[src/rtl/spi_slave_fnd_rx.sv]
// spi_slave_fnd_rx
//   SPI slave receiver on the FND board side. It synchronizes ss/sclk/mosi into
//   the clk domain and frames 16-bit transfers into a 14-bit counter value.
//   While receiving, it returns a status/echo byte pair on miso.
//
// Parameters
//   CLK_DIV_MIN  minimum sclk half-period in clk cycles (checked by assertion only)
//   MAX_VALUE    largest value accepted; larger frames are rejected
//
// Ports
//   clk          system clock, rising edge
//   reset        asynchronous active-high reset
//   cpol, cpha   SPI mode, latched at frame start
//   ss           slave select, active low, asynchronous
//   sclk         SPI clock, asynchronous
//   mosi         serial data in, MSB first
//   miso         serial data out, MSB first {err_sticky, 0, value[13:8]}, value[7:0]
//   value        last accepted value
//   value_valid  one-cycle pulse when value updates
//   frame_err    one-cycle pulse when a frame is rejected
//   busy         high while a frame is in progress
module spi_slave_fnd_rx #(
    parameter int unsigned CLK_DIV_MIN = 4,
    parameter int unsigned MAX_VALUE   = 9999
) (
    input  logic        clk,
    input  logic        reset,
    input  logic        cpol,
    input  logic        cpha,
    input  logic        ss,
    input  logic        sclk,
    input  logic        mosi,
    output logic        miso,
    output logic [13:0] value,
    output logic        value_valid,
    output logic        frame_err,
    output logic        busy
);

    typedef enum logic [2:0] {
        IDLE,
        RX_HI,
        RX_LO,
        WAIT_END,
        ERR
    } state_t;

    // Synchronizers plus a "previous" stage for edge detection. ss resets low so
    // that an ss already low at reset release does not look like a falling edge.
    logic [1:0] ss_sync, sclk_sync, mosi_sync;
    logic       ss_prev, sclk_prev;

    always_ff @(posedge clk or posedge reset) begin
        if (reset) begin
            ss_sync   <= '0;
            sclk_sync <= '0;
            mosi_sync <= '0;
            ss_prev   <= 1'b0;
            sclk_prev <= 1'b0;
        end else begin
            ss_sync   <= {ss_sync[0], ss};
            sclk_sync <= {sclk_sync[0], sclk};
            mosi_sync <= {mosi_sync[0], mosi};
            ss_prev   <= ss_sync[1];
            sclk_prev <= sclk_sync[1];
        end
    end

    logic ss_fall, ss_rise, sclk_rise, sclk_fall;
    logic lead_edge, trail_edge, sample_edge, shift_edge;

    state_t      state, state_n;
    logic        cpol_l, cpol_n;
    logic        cpha_l, cpha_n;
    logic [2:0]  bit_cnt, bit_cnt_n;
    logic [7:0]  rx_sr, rx_n;
    logic [7:0]  hi_byte, hi_n;
    logic [7:0]  lo_byte, lo_n;
    logic [7:0]  tx_sr, tx_n;
    logic [2:0]  tx_cnt, tx_cnt_n;
    logic        miso_r, miso_n;
    logic [13:0] value_n;
    logic        vv_n, fe_n;
    logic        err_sticky, sticky_n;

    logic [7:0]  rx_shift;
    logic [7:0]  tx_load;
    logic [7:0]  eval_lo;
    logic        do_eval, reject;

    assign ss_fall   =  ss_prev   & ~ss_sync[1];
    assign ss_rise   = ~ss_prev   &  ss_sync[1];
    assign sclk_rise = ~sclk_prev &  sclk_sync[1];
    assign sclk_fall =  sclk_prev & ~sclk_sync[1];

    // Leading edge moves sclk away from its idle level (cpol).
    assign lead_edge   = cpol_l ? sclk_fall : sclk_rise;
    assign trail_edge  = cpol_l ? sclk_rise : sclk_fall;
    assign sample_edge = cpha_l ? trail_edge : lead_edge;
    assign shift_edge  = cpha_l ? lead_edge  : trail_edge;

    assign rx_shift = {rx_sr[6:0], mosi_sync[1]};

    function automatic logic frame_ok(input logic [7:0] hi, input logic [7:0] lo);
        return (hi[7:6] == 2'b00) && (32'({hi[5:0], lo}) <= MAX_VALUE);
    endfunction

    always_comb begin
        state_n  = state;
        cpol_n   = cpol_l;
        cpha_n   = cpha_l;
        bit_cnt_n = bit_cnt;
        rx_n     = rx_sr;
        hi_n     = hi_byte;
        lo_n     = lo_byte;
        tx_n     = tx_sr;
        tx_cnt_n = tx_cnt;
        miso_n   = miso_r;
        value_n  = value;
        vv_n     = 1'b0;
        fe_n     = 1'b0;
        sticky_n = err_sticky;
        tx_load  = {err_sticky, 1'b0, value[13:8]};
        eval_lo  = lo_byte;
        do_eval  = 1'b0;
        reject   = 1'b0;

        case (state)
            IDLE: begin
                if (ss_fall) begin
                    cpol_n    = cpol;
                    cpha_n    = cpha;
                    bit_cnt_n = '0;
                    state_n   = RX_HI;
                    // cpha=0 has no shift edge before the first sample, so bit 7
                    // goes out immediately and counts as the first bit presented.
                    if (!cpha) begin
                        miso_n   = tx_load[7];
                        tx_n     = {tx_load[6:0], 1'b0};
                        tx_cnt_n = 3'd1;
                    end else begin
                        miso_n   = 1'b0;
                        tx_n     = tx_load;
                        tx_cnt_n = '0;
                    end
                end
            end
            RX_HI: begin
                if (ss_rise) begin
                    reject  = 1'b1;
                    state_n = IDLE;
                end else if (sample_edge) begin
                    rx_n      = rx_shift;
                    bit_cnt_n = bit_cnt + 3'd1;
                    if (bit_cnt == 3'd7) begin
                        hi_n    = rx_shift;
                        state_n = RX_LO;
                    end
                end
            end
            RX_LO: begin
                if (sample_edge) begin
                    rx_n      = rx_shift;
                    bit_cnt_n = bit_cnt + 3'd1;
                    if (bit_cnt == 3'd7) begin
                        lo_n    = rx_shift;
                        state_n = WAIT_END;
                    end
                end
                // A 16th sample coinciding with ss rising completes the frame.
                if (ss_rise) begin
                    state_n = IDLE;
                    if (sample_edge && bit_cnt == 3'd7) begin
                        do_eval = 1'b1;
                        eval_lo = rx_shift;
                    end else begin
                        reject = 1'b1;
                    end
                end
            end
            WAIT_END: begin
                if (ss_rise) begin
                    state_n = IDLE;
                    if (sample_edge) reject  = 1'b1;
                    else             do_eval = 1'b1;
                end else if (sample_edge) begin
                    state_n = ERR;
                end
            end
            ERR: begin
                if (ss_rise) begin
                    reject  = 1'b1;
                    state_n = IDLE;
                end
            end
            default: state_n = IDLE;
        endcase

        if ((state inside {RX_HI, RX_LO, WAIT_END}) && shift_edge) begin
            miso_n   = tx_sr[7];
            tx_cnt_n = tx_cnt + 3'd1;
            tx_n     = (tx_cnt == 3'd7) ? value[7:0] : {tx_sr[6:0], 1'b0};
        end

        if (do_eval) begin
            if (frame_ok(hi_byte, eval_lo)) begin
                value_n  = {hi_byte[5:0], eval_lo};
                vv_n     = 1'b1;
                sticky_n = 1'b0;
            end else begin
                reject = 1'b1;
            end
        end

        if (reject) begin
            fe_n     = 1'b1;
            sticky_n = 1'b1;
        end
    end

    always_ff @(posedge clk or posedge reset) begin
        if (reset) begin
            state       <= IDLE;
            cpol_l      <= 1'b0;
            cpha_l      <= 1'b0;
            bit_cnt     <= '0;
            rx_sr       <= '0;
            hi_byte     <= '0;
            lo_byte     <= '0;
            tx_sr       <= '0;
            tx_cnt      <= '0;
            miso_r      <= 1'b0;
            value       <= '0;
            value_valid <= 1'b0;
            frame_err   <= 1'b0;
            err_sticky  <= 1'b0;
        end else begin
            state       <= state_n;
            cpol_l      <= cpol_n;
            cpha_l      <= cpha_n;
            bit_cnt     <= bit_cnt_n;
            rx_sr       <= rx_n;
            hi_byte     <= hi_n;
            lo_byte     <= lo_n;
            tx_sr       <= tx_n;
            tx_cnt      <= tx_cnt_n;
            miso_r      <= miso_n;
            value       <= value_n;
            value_valid <= vv_n;
            frame_err   <= fe_n;
            err_sticky  <= sticky_n;
        end
    end

    assign busy = (state != IDLE);
    assign miso = (state inside {RX_HI, RX_LO, WAIT_END}) ? miso_r : 1'b0;

    // Cycles since the last synchronized sclk edge; synchronizer jitter can
    // shorten an observed half-period by one cycle.
    logic [7:0] sclk_gap;

    always_ff @(posedge clk or posedge reset) begin
        if (reset) begin
            sclk_gap <= '0;
        end else if (sclk_rise || sclk_fall) begin
            sclk_gap <= '0;
        end else if (sclk_gap != 8'hFF) begin
            sclk_gap <= sclk_gap + 8'd1;
        end
    end

    a_sclk_half_period: assert property (@(posedge clk) disable iff (reset)
        (busy && (sclk_rise || sclk_fall)) |-> (32'(sclk_gap) + 32'd2 >= CLK_DIV_MIN));

    a_pulse_exclusive: assert property (@(posedge clk) disable iff (reset)
        !(value_valid && frame_err));

endmodule

[config.mk]
export PLATFORM = sky130hd
export DESIGN_NAME = spi_slave_fnd_rx
export DESIGN_NICKNAME = d
export VERILOG_FILES = /design/src/rtl/spi_slave_fnd_rx.sv
export SDC_FILE = /design/constraint.sdc
export NUM_CORES = 1
export LEC_CHECK = 0
export CORE_ASPECT_RATIO = 0.7
export CORE_MARGIN = 8
export CORE_UTILIZATION = 30
export CTS_CLUSTER_DIAMETER = 30
export DETAILED_ROUTE_END_ITERATION = 7
export SLEW_MARGIN = 20
export SYNTH_ARGS = -nofsm -noshare
export SYNTH_HDL_FRONTEND = slang
export SYNTH_SLANG_ARGS = --single-unit
export TNS_END_PERCENT = 50
[constraint.sdc]
create_clock -name clk -period 5.5 [get_ports clk]
set_clock_uncertainty 0.1 [all_clocks]
set_input_delay 0.825 -clock clk [delete_from_list [all_inputs] [get_ports clk]]
set_output_delay 0.825 -clock clk [all_outputs]
set_load 0.02 [all_outputs]
== Word level (Yosys, flattened, before mapping) ==
Cells that the tools add are included.

* Add/subtract/negate cells: 2
* Multipliers: 0
* Divide/modulo/power cells: 0
* Magnitude comparators: 1
* Equal/unequal tests: 14
* Shift operators: 0
* Multiplexer cells: 58
* Bitwise operators: 9
* Reductions and logical operators: 23

{| class="wikitable"
|+ Operators with widths
! operator !! number
|-
| 8-bit 2-to-1 mux || 10
|-
| 3-bit 2-to-1 mux || 16
|-
| 1-bit 2-to-1 mux || 27
|-
| 8-bit case mux with 2 select lines || 1
|-
| 3-bit != test, second input constant || 5
|-
| 3-bit case mux with 5 select lines || 1
|-
| 14-bit less-or-equal comparator, second input constant || 1
|-
| 2-bit AND reduction || 5
|-
| 2-bit nonzero test || 5
|-
| 3-bit == test, second input constant || 3
|-
| 3-bit case mux with 3 select lines || 1
|-
| 3-bit nonzero test || 3
|-
| 7-bit AND reduction || 1
|-
| 3-bit by 1-bit adder with 3-bit output, second input constant || 2
|-
| 3-bit by 2-bit == test with 1-bit output, second input constant || 2
|-
| 2-bit != test, second input constant || 3
|-
| 3-bit AND reduction || 2
|-
| 1-bit NOT || 5
|-
| 1-bit AND || 4
|-
| 4-bit AND reduction || 1
|-
| 3-bit by 1-bit == test with 1-bit output, second input constant || 1
|-
| 1-bit logical AND || 3
|-
| 3-bit logical NOT || 1
|-
| 1-bit case mux with 3 select lines || 1
|-
| other kinds (3) || 3
|}

* Bits in registers: 69
* Latch bits: 0
* Memory bits (writable): 0
* ROM bits: 0
* Logic and storage cells: 126
* Memories: 0

== Longest topological paths before layout ==
Gate-level depths: netlist (run 1).

* Word-level depth: 14
* Gate-level depth with buffers: 10
* Mapped depth without buffers: 8

== Least setup slack after synthesis (run 1) ==
Ideal clock, no wire load.

* Path kind: reg-to-reg
* From: reg cpol_l
* To: reg value[0]
* Setup time: 0.125 ns
* Arrival time: 2.105 ns
* Required time: 5.275 ns
* Setup slack: 3.170 ns
* Cell stages (with the launch flop): 9
* Period minus slack after synthesis: 2.330 ns
* Cells stage by stage: dfrtp_1 -> xnor2_2 -> mux2i_2 -> nand2_1 -> a211oi_4 -> nand2b_4 -> buf_6 -> buf_8 -> mux2_4

* Longest elaborated chain between the ends: 9
* Elaborated cells on any way between the ends: 15
* Those cells by class: 1 x order compare; 11 x mux; 3 x reduce/logical

{| class="wikitable"
|+ RTL lines
! element !! RTL line !! text
|-
| from (decl) || 73 || <nowiki>logic cpol_l, cpol_n;</nowiki>
|-
| from (signal assigned) || 239 || <nowiki>cpol_l <= cpol_n;</nowiki>
|-
| 1-bit 2-to-1 mux (on tied branches) || 97, 98 ||
|-
| 1-bit 2-to-1 mux (*) || 99 || <nowiki>assign sample_edge = cpha_l ? trail_edge : lead_edge;</nowiki>
|-
| 1-bit logical AND || 173 || <nowiki>if (sample_edge && bit_cnt == 3'd7) begin</nowiki>
|-
| 8-bit 2-to-1 mux || 173 ||
|-
| 8-bit 2-to-1 mux || 171 || <nowiki>if (ss_rise) begin</nowiki>
|-
| 8-bit 2-to-1 mux || 128 || <nowiki>case (state)</nowiki>
|-
| 14-bit less-or-equal comparator || 105 || <nowiki>return (hi[7:6] == 2'b00) && (32'({hi[5:0], lo}) <= MAX_VALUE);</nowiki>
|-
| 1-bit logical AND || 105 ||
|-
| 2-bit AND reduction (no source line) || - ||
|-
| to (signal assigned) || 248 || <nowiki>value <= value_n;</nowiki>
|-
| to (decl) || 34 || <nowiki>output logic [13:0] value,</nowiki>
|}

Mark *: on every way between the ends. The rest lies on a longest branch, timed or not.
A chain may end at the register's enable or synchronous reset.

== Worst setup path in the final report (run 1) ==
* From: reg state[0]
* To: out miso

* Longest elaborated chain between the ends: 3
* Elaborated cells on any way between the ends: 5
* Those cells by class: 3 x eq/ne; 1 x mux; 1 x reduce/logical

{| class="wikitable"
|+ RTL lines
! element !! RTL line !! text
|-
| from (decl) || 72 || <nowiki>state_t state, state_n;</nowiki>
|-
| from (signal assigned) || 238 || <nowiki>state <= state_n;</nowiki>
|-
| 3-bit by 1-bit == test with 1-bit output or 3-bit by 2-bit == test with 1-bit output (tied branches) || 256 || <nowiki>assign miso = (state inside {RX_HI, RX_LO, WAIT_END}) ? miso_r : 1'b0;</nowiki>
|-
| 3-bit nonzero test (*) || 256 ||
|-
| 1-bit 2-to-1 mux (*) || 256 ||
|-
| to (decl) || 33 || <nowiki>output logic miso,</nowiki>
|}

Marked as above.

==> results.yml, run 1 <==
outcome:
  status: "completed"
drt:
  wl_per_cell_um: 15.2
  viasPerCell: 4.72
  drt_wl_total_mm: 6.30
  vias: 1955
  first_pass_iters: 4
  drt_iter0_drc: 86
  drtAntennaViolNets: 0
  drc: 0
global_route:
  grt_usage: 0.0948
  grt_pass1_wl_mm: 10.8
  gr-total-overflow: 0
  grt_max_degree: 42
  antenna_found_initial: 0
  grt_pass1_vias: 2063
clocking:
  post_cts_buffers: 0
  cts_tree: "built"
  cts_hold_buffers: 0
  root_buffer: "clkbuf_16"
  clock_latency_ns: 0.32
  htreeDepth: 3
  cts_buffer_depth: 2
  cts_buffers: 9
  cts_sinks: 68
  cts_resized: 0
  path_clk_slew_ns: 0.05
sta:
  setup_viol: 0
  min_period_over_period: 0.502
  hold_violations: 0
  grt_setup_unrepaired: "false"
  report.final.slew_viol_count: 0
  fin_crit_ns: 2.76
  tightest_slew_ns: 0.881
  slew_headroom: 0.412
  clock.fmax_mhz: 362
  hold_ws_ns: 0.246
  setup_tns_ns: 0
layout:
  synthToLayoutAreaGrowth_pct: 20.6
  final_cell_count_no_fill: 414
  drive_gt1_frac: 0.262
  fillerInstances: 986
  fin_nets: 288
  final_core_util: 0.370
  num_antenna_cells: 0
synth:
  synth_top_flop_cell: "dfrtp_1"
  synth_cells: 251
  synth-seq-area-share: 0.540
  yosys-top-cells-count: "68 x dfrtp_1, 39 x mux2_2, 16 x nor2_1"
  synth.top_cell.area_share: 0.540
  yosys-top-cells-area: "dfrtp_1 54%, mux2_2 14%, mux2i_1 4.1%"
  async_reset_ff_frac: 1.00
  synth_top_area_cell: "dfrtp_1"
  synth_edf_count: 0
  avgSynthCellArea_um2: 12.6
  synth.most_common_cell: "dfrtp_1"
  synth.distinct_cells: 42
  synth_nets: 262
  synth_seq_cells: 68
  ys_warn_count: 0
  netlist_area_mm2: 0.00315
setup_path:
  cp_slowest_cell: "clkdlybuf4s50_1"
  r2r_slack_ns: 3.00
  r2r-start: "bit_cnt[0]$_DFFE_PP0P_"
  crit_family: "buffers and inverters"
  worstReg2RegEnd: "value[3]$_DFFE_PP0P_"
  cp_max_fo: 9
  crit_type: "flip-flop to output port"
  reg2regPathDepth: 7
  worstPathArrival_ns: 1.83
  critPathBufInv: 1
  crit_path_start_kind: "flip-flop"
  path_cells: "nor2_1, nor3b_1, clkdlybuf4s50_1"
  crit_path_end_kind: "output port"
  max_stage_delay_ns: 0.65
  required_ns: 4.58
worst_hold_path:
  whs_endpoint: "sclk_sync[1]$_DFF_PP0_"
  hold_depth: 0
  worstHoldStart: "sclk_sync[0]$_DFF_PP0_"
  hold_path_class: "flip-flop to flip-flop"
place:
  dp_hpwl_mm: 4.57
  dp_cells: 398
  gp_congestion: 0.839
  io_buffers: 24
pwr:
  leakagePower_nw: 1.69
  ir_worst_vdd_v: 0.000230
  power.density_mw_per_mm2: 382
die:
  start_util: 0.307
  core-area_mm2: 0.0103
  die_width_um: 139
  rows: 31
  dieArea_mm2: 0.0141
  dieHeight_um: 102
  pin_count: 25
run:
  cap_violations: 0
[routing by layer]
| layer | global-route usage | share of wire |
|---|---|---|
| met5 | 0 | 0 |
| met4 | 0.0291 | 0.013 |
| met3 | 0.0286 | 0.036 |
| met2 | 0.135 | 0.41 |
| met1 | 0.134 | 0.54 |
[logic make-up (layout without fill, tap and decap cells)]
group / count (synthesis) / after routing / share of synthesized area
buf+inv: 16 / 47 / 0.0250
mux: 62 / 62 / 0.225
flops: 68 / 68 / 0.540
compound gates: 43 / 43 / 0.0909
xor+xnor: 1 / 1 / 0.00516
simple gates: 57 / 57 / 0.0980
fa+ha+maj: 4 / 4 / 0.0159
[stage by stage]
| stage | total power [mW] | setup slack [ns] | cell area (um^2) |
|---|---|---|---|
| 6_report | 1.45 | 2.74 | 3800 |
| 5_1_grt | 1.54 | 2.62 | 3800 |
| 4_1_cts | 1.48 | 2.70 | 3800 |
| 3_5_place_dp | 0.932 | 2.98 | 3520 |
| 3_3_place_gp | 0.918 | 3.06 | 3520 |
| 2_1_floorplan | 0.853 | 2.86 | 3150 |
[state kept, by name, indices dropped and copies added (netlist names)]
name	count
mosi_sync	2
cpol_l	1
value_valid	1
ss_sync	2
sclk_sync	2
value	14
sclk_prev	1
state	3
bit_cnt	3
cpha_l	1
rx_sr	7
frame_err	1
hi_byte	8
miso_r	1
tx_sr	8
ss_prev	1
err_sticky	1
lo_byte	8
tx_cnt	3
[worst reg2reg max path, delay by kind of cell (launching register included)]
kind          cells  cell delay [ns]
mux               2             0.70
fa+ha+maj         2             0.37
flops             1             0.35
simple gates      3             0.86
[placed cells by master, fill, tap and decap left out, types with 2 or more instances in the layout]
cell              n
a211oi_1          7
nor2b_1           3
mux2i_1          13
nand3_1           4
nor3_2            2
inv_6             2
mux2_1            2
mux2_4            7
clkbuf_16         9
o21ai_0          10
nand2b_1          2
and2b_1           2
a31oi_1           2
a22o_1            4
clkinvlp_4        2
inv_1             4
a21oi_1          13
nor2_1           16
nor3_1            4
dfrtp_1          68
ha_1              4
clkdlybuf4s50_1  24
nor3b_1           4
buf_4             2
mux2_2           39
nand2_1          12
[worst max-delay path by stage]
| stage | from | endpoint | slack (ns) | cells past startpoint |
|---|---|---|---|---|
| floorplan | reset | bit_cnt[0]$_DFFE_PP0P_ | 2.86 | 1 |
| global placement | reset | lo_byte[5]$_DFFE_PP0P_ | 3.06 | 3 |
| detailed placement | bit_cnt[0]$_DFFE_PP0P_ | value[3]$_DFFE_PP0P_ | 2.98 | 7 |
| CTS | state[0]$_DFFE_PP0P_ | miso | 2.70 | 3 |
| global route | state[0]$_DFFE_PP0P_ | miso | 2.62 | 3 |
| finish | state[0]$_DFFE_PP0P_ | miso | 2.74 | 3 |
[area by class of cell]
class | count | area, um^2 | area share
clock inverter | 6 | 46.3 | 0.0122
tap | 132 | 165 | 0.0434
inverter | 5 | 18.8 | 0.00493
timing repair buffer | 26 | 255 | 0.0671
clock buffer | 10 | 239 | 0.0628
sequential | 68 | 1700 | 0.447
multi-input combinational | 167 | 1380 | 0.362
[power by group]
part           internal (mW)  leakage (nW)  switching, mW  total [mW]
Sequential             0.586         0.887         0.0743       0.660
Clock                  0.320         0.135          0.212       0.532
Combinational          0.132         0.670          0.128       0.260
Note: power is estimated with default switching activity, not from simulation.
==> run 2, diff against run 1 <==
==> constraint.sdc (replaced) <==
create_clock -name clk -period 2.5 [get_ports clk]
set_clock_uncertainty 0.1 [all_clocks]
set_input_delay 0.375 -clock clk [delete_from_list [all_inputs] [get_ports clk]]
set_output_delay 0.375 -clock clk [all_outputs]
set_load 0.02 [all_outputs]
==> run 2 against run 1 <==
- clock power rose to 2.5 times the previous value
- via count rose by 3.3%
- worst setup slack got worse by 2.6 ns
- global-route usage fell by 0.20 points
- flip-flop and latch count did not move
- sequential power rose by 120%
- sequential share of layout area fell by 0.99 points
- count of clock-buffer cells in the layout fell by 1
- total power rose by 130%
- routed wire length fell by 3.5%
- non-clock buffer count rose by 6
- die area did not move
- highest routed layer unchanged
==> results.yml, run 2 (synthesized netlist as in run 1, its figures left out) <==
layout:
  mostFrequentLayoutCell: "dfrtp_1"
  synthToLayoutAreaGrowth_pct: 23.4
  largest_reg_flops: 14
  regArea_mm2: 0.00170
  multi_input_area_mm2: 0.00138
  fin_nets: 294
  layout_common_cells: "68 x dfrtp_1, 39 x mux2_2, 24 x clkdlybuf4s50_1"
  top_register: "value"
  fillerInstances: 942
  final_core_util: 0.378
  num_antenna_cells: 0
  drive_gt1_frac: 0.275
worst_hold_path:
  whs_endpoint: "sclk_sync[1]$_DFF_PP0_"
  worstHoldStart: "sclk_sync[0]$_DFF_PP0_"
  hold_depth: 0
  hold_path_class: "flip-flop to flip-flop"
sta:
  hold_ws_ns: 0.246
  setup_tns_ns: 0
  report.final.slew_viol_count: 0
  tightest_slew_ns: 0.513
  clock.fmax_mhz: 426
  setup_viol: 0
  hold_violations: 0
  setup_slack_ns: 0.155
  grt_setup_unrepaired: "false"
  min_period_over_period: 0.938
  slew_headroom: 0.657
  fin_crit_ns: 2.34
setup_path:
  worstReg2RegEnd: "value[7]$_DFFE_PP0P_"
  cp_max_fo: 16
  r2r-start: "bit_cnt[0]$_DFFE_PP0P_"
  worstPathArrival_ns: 2.45
  crit_path_end_kind: "flip-flop"
  r2r_slack_ns: 0.16
  required_ns: 2.60
  crit_path_start_kind: "flip-flop"
  crit_type: "flip-flop to flip-flop"
  reg2regPathDepth: 7
drt:
  wl_per_cell_um: 14.5
  drt_iter0_drc: 75
  first_pass_iters: 4
  viasPerCell: 4.82
  vias: 2019
  drtAntennaViolNets: 0
  drc: 0
  drt_wl_total_mm: 6.08
die:
  rows: 31
  dieArea_mm2: 0.0141
  die_width_um: 139
  core-area_mm2: 0.0103
  pin_count: 25
  start_util: 0.307
  dieHeight_um: 102
global_route:
  grt_max_degree: 69
  grt_pass1_vias: 2019
  grt_pass1_wl_mm: 10.4
  antenna_found_initial: 0
  grt_usage: 0.0928
  gr-total-overflow: 0
clocking:
  clock_latency_ns: 0.32
  post_cts_buffers: 0
  htreeDepth: 3
  cts_buffers: 9
  root_buffer: "clkbuf_16"
  cts_buffer_depth: 2
  cts_resized: 0
  cts_tree: "built"
  path_clk_slew_ns: 0.05
  cts_hold_buffers: 0
  cts_sinks: 68
place:
  place_ws_ns: 0.161
  io_buffers: 24
  gp_congestion: 0.847
  dp_hpwl_mm: 4.32
pwr:
  leakagePower_nw: 1.74
  ir_worst_vdd_v: 0.000319
  power.density_mw_per_mm2: 862
outcome:
  status: "completed"
run:
  cap_violations: 0
## run 2: cell count changes in the layout (fill, tap and decap cells not counted)
| cell | previous run | this run |
|---|---|---|
| clkbuf_8 | 1 | 0 |
| inv_6 | 2 | 1 |
| clkinv_4 | 1 | 0 |
| buf_4 | 2 | 7 |
| bufinv_16 | 0 | 2 |
| buf_12 | 0 | 1 |
## run 2: power breakdown
group / total (mW) / internal [mW] / switching [mW] / leakage (nW)
combinational: 0.582 / 0.306 / 0.276 / 0.704
clock: 1.33 / 0.868 / 0.458 / 0.148
sequential: 1.45 / 1.29 / 0.156 / 0.887
total: 3.35 / 2.46 / 0.890 / 1.74
## run 2: stage by stage
| stage | std cells | power (mW) | instance area (um^2) |
|---|---|---|---|
| after floorplan | 251 | 1.88 | 3150 |
| after CTS | 419 | 3.41 | 3890 |
| final | 419 | 3.35 | 3890 |
| after detailed placement | 404 | 2.06 | 3580 |
| after global routing | 419 | 3.55 | 3890 |
| after global placement | 404 | 2.03 | 3580 |
## run 2: how the worst max path moves through the flow
stage                     slack [ns]  depth (start not counted)                    from                    to
final                           0.16                          7  bit_cnt[0]$_DFFE_PP0P_  value[7]$_DFFE_PP0P_
after global routing           0.001                          8  bit_cnt[0]$_DFFE_PP0P_  value[9]$_DFFE_PP0P_
after CTS                       0.14                          7  bit_cnt[0]$_DFFE_PP0P_  value[7]$_DFFE_PP0P_
after detailed placement        0.16                          7  bit_cnt[0]$_DFFE_PP0P_  value[7]$_DFFE_PP0P_
after global placement          0.23                          7  bit_cnt[0]$_DFFE_PP0P_  value[8]$_DFFE_PP0P_
after floorplan                 0.17                          8      cpol_l$_DFFE_PP0P_  value[0]$_DFFE_PP0P_
## run 2: metal layers
layer,vias to the layer above,part of all wire,GRT usage
met5,-,0,0
met2,31,0.41,0.128
li1,972,-,-
met4,0,0.013,0.0341
met1,1007,0.52,0.127
met3,9,0.051,0.0370
## run 2: area by class of cell
type	instances	area share
Tap cell	132	0.0425
Multi-Input combinational cell	167	0.354
Sequential cell	68	0.437
Timing Repair Buffer	32	0.0804
Clock buffer	9	0.0579
Inverter	5	0.00482
Clock inverter	6	0.0228
## run 2: worst max-delay path, cell delays in order, from the launching register on
cell and delay (ns):
dfrtp_1 0.35, ha_1 0.15, ha_1 0.22, and2b_1 0.23, nand3_4 0.16, o311a_1 0.38, nand2b_4 0.27, mux2_1 0.36
==> run 3, diff against run 2 <==
--- a/config.mk
+++ b/config.mk
@@ -5,6 +5,7 @@
 export SDC_FILE = /design/constraint.sdc
 export NUM_CORES = 1
 export LEC_CHECK = 0
+export CAP_MARGIN = 10
 export CORE_ASPECT_RATIO = 0.7
 export CORE_MARGIN = 8
 export CORE_UTILIZATION = 30
==> results of run 3 <==
No change in the layout: final DEF, timing and power equal those of run 2.
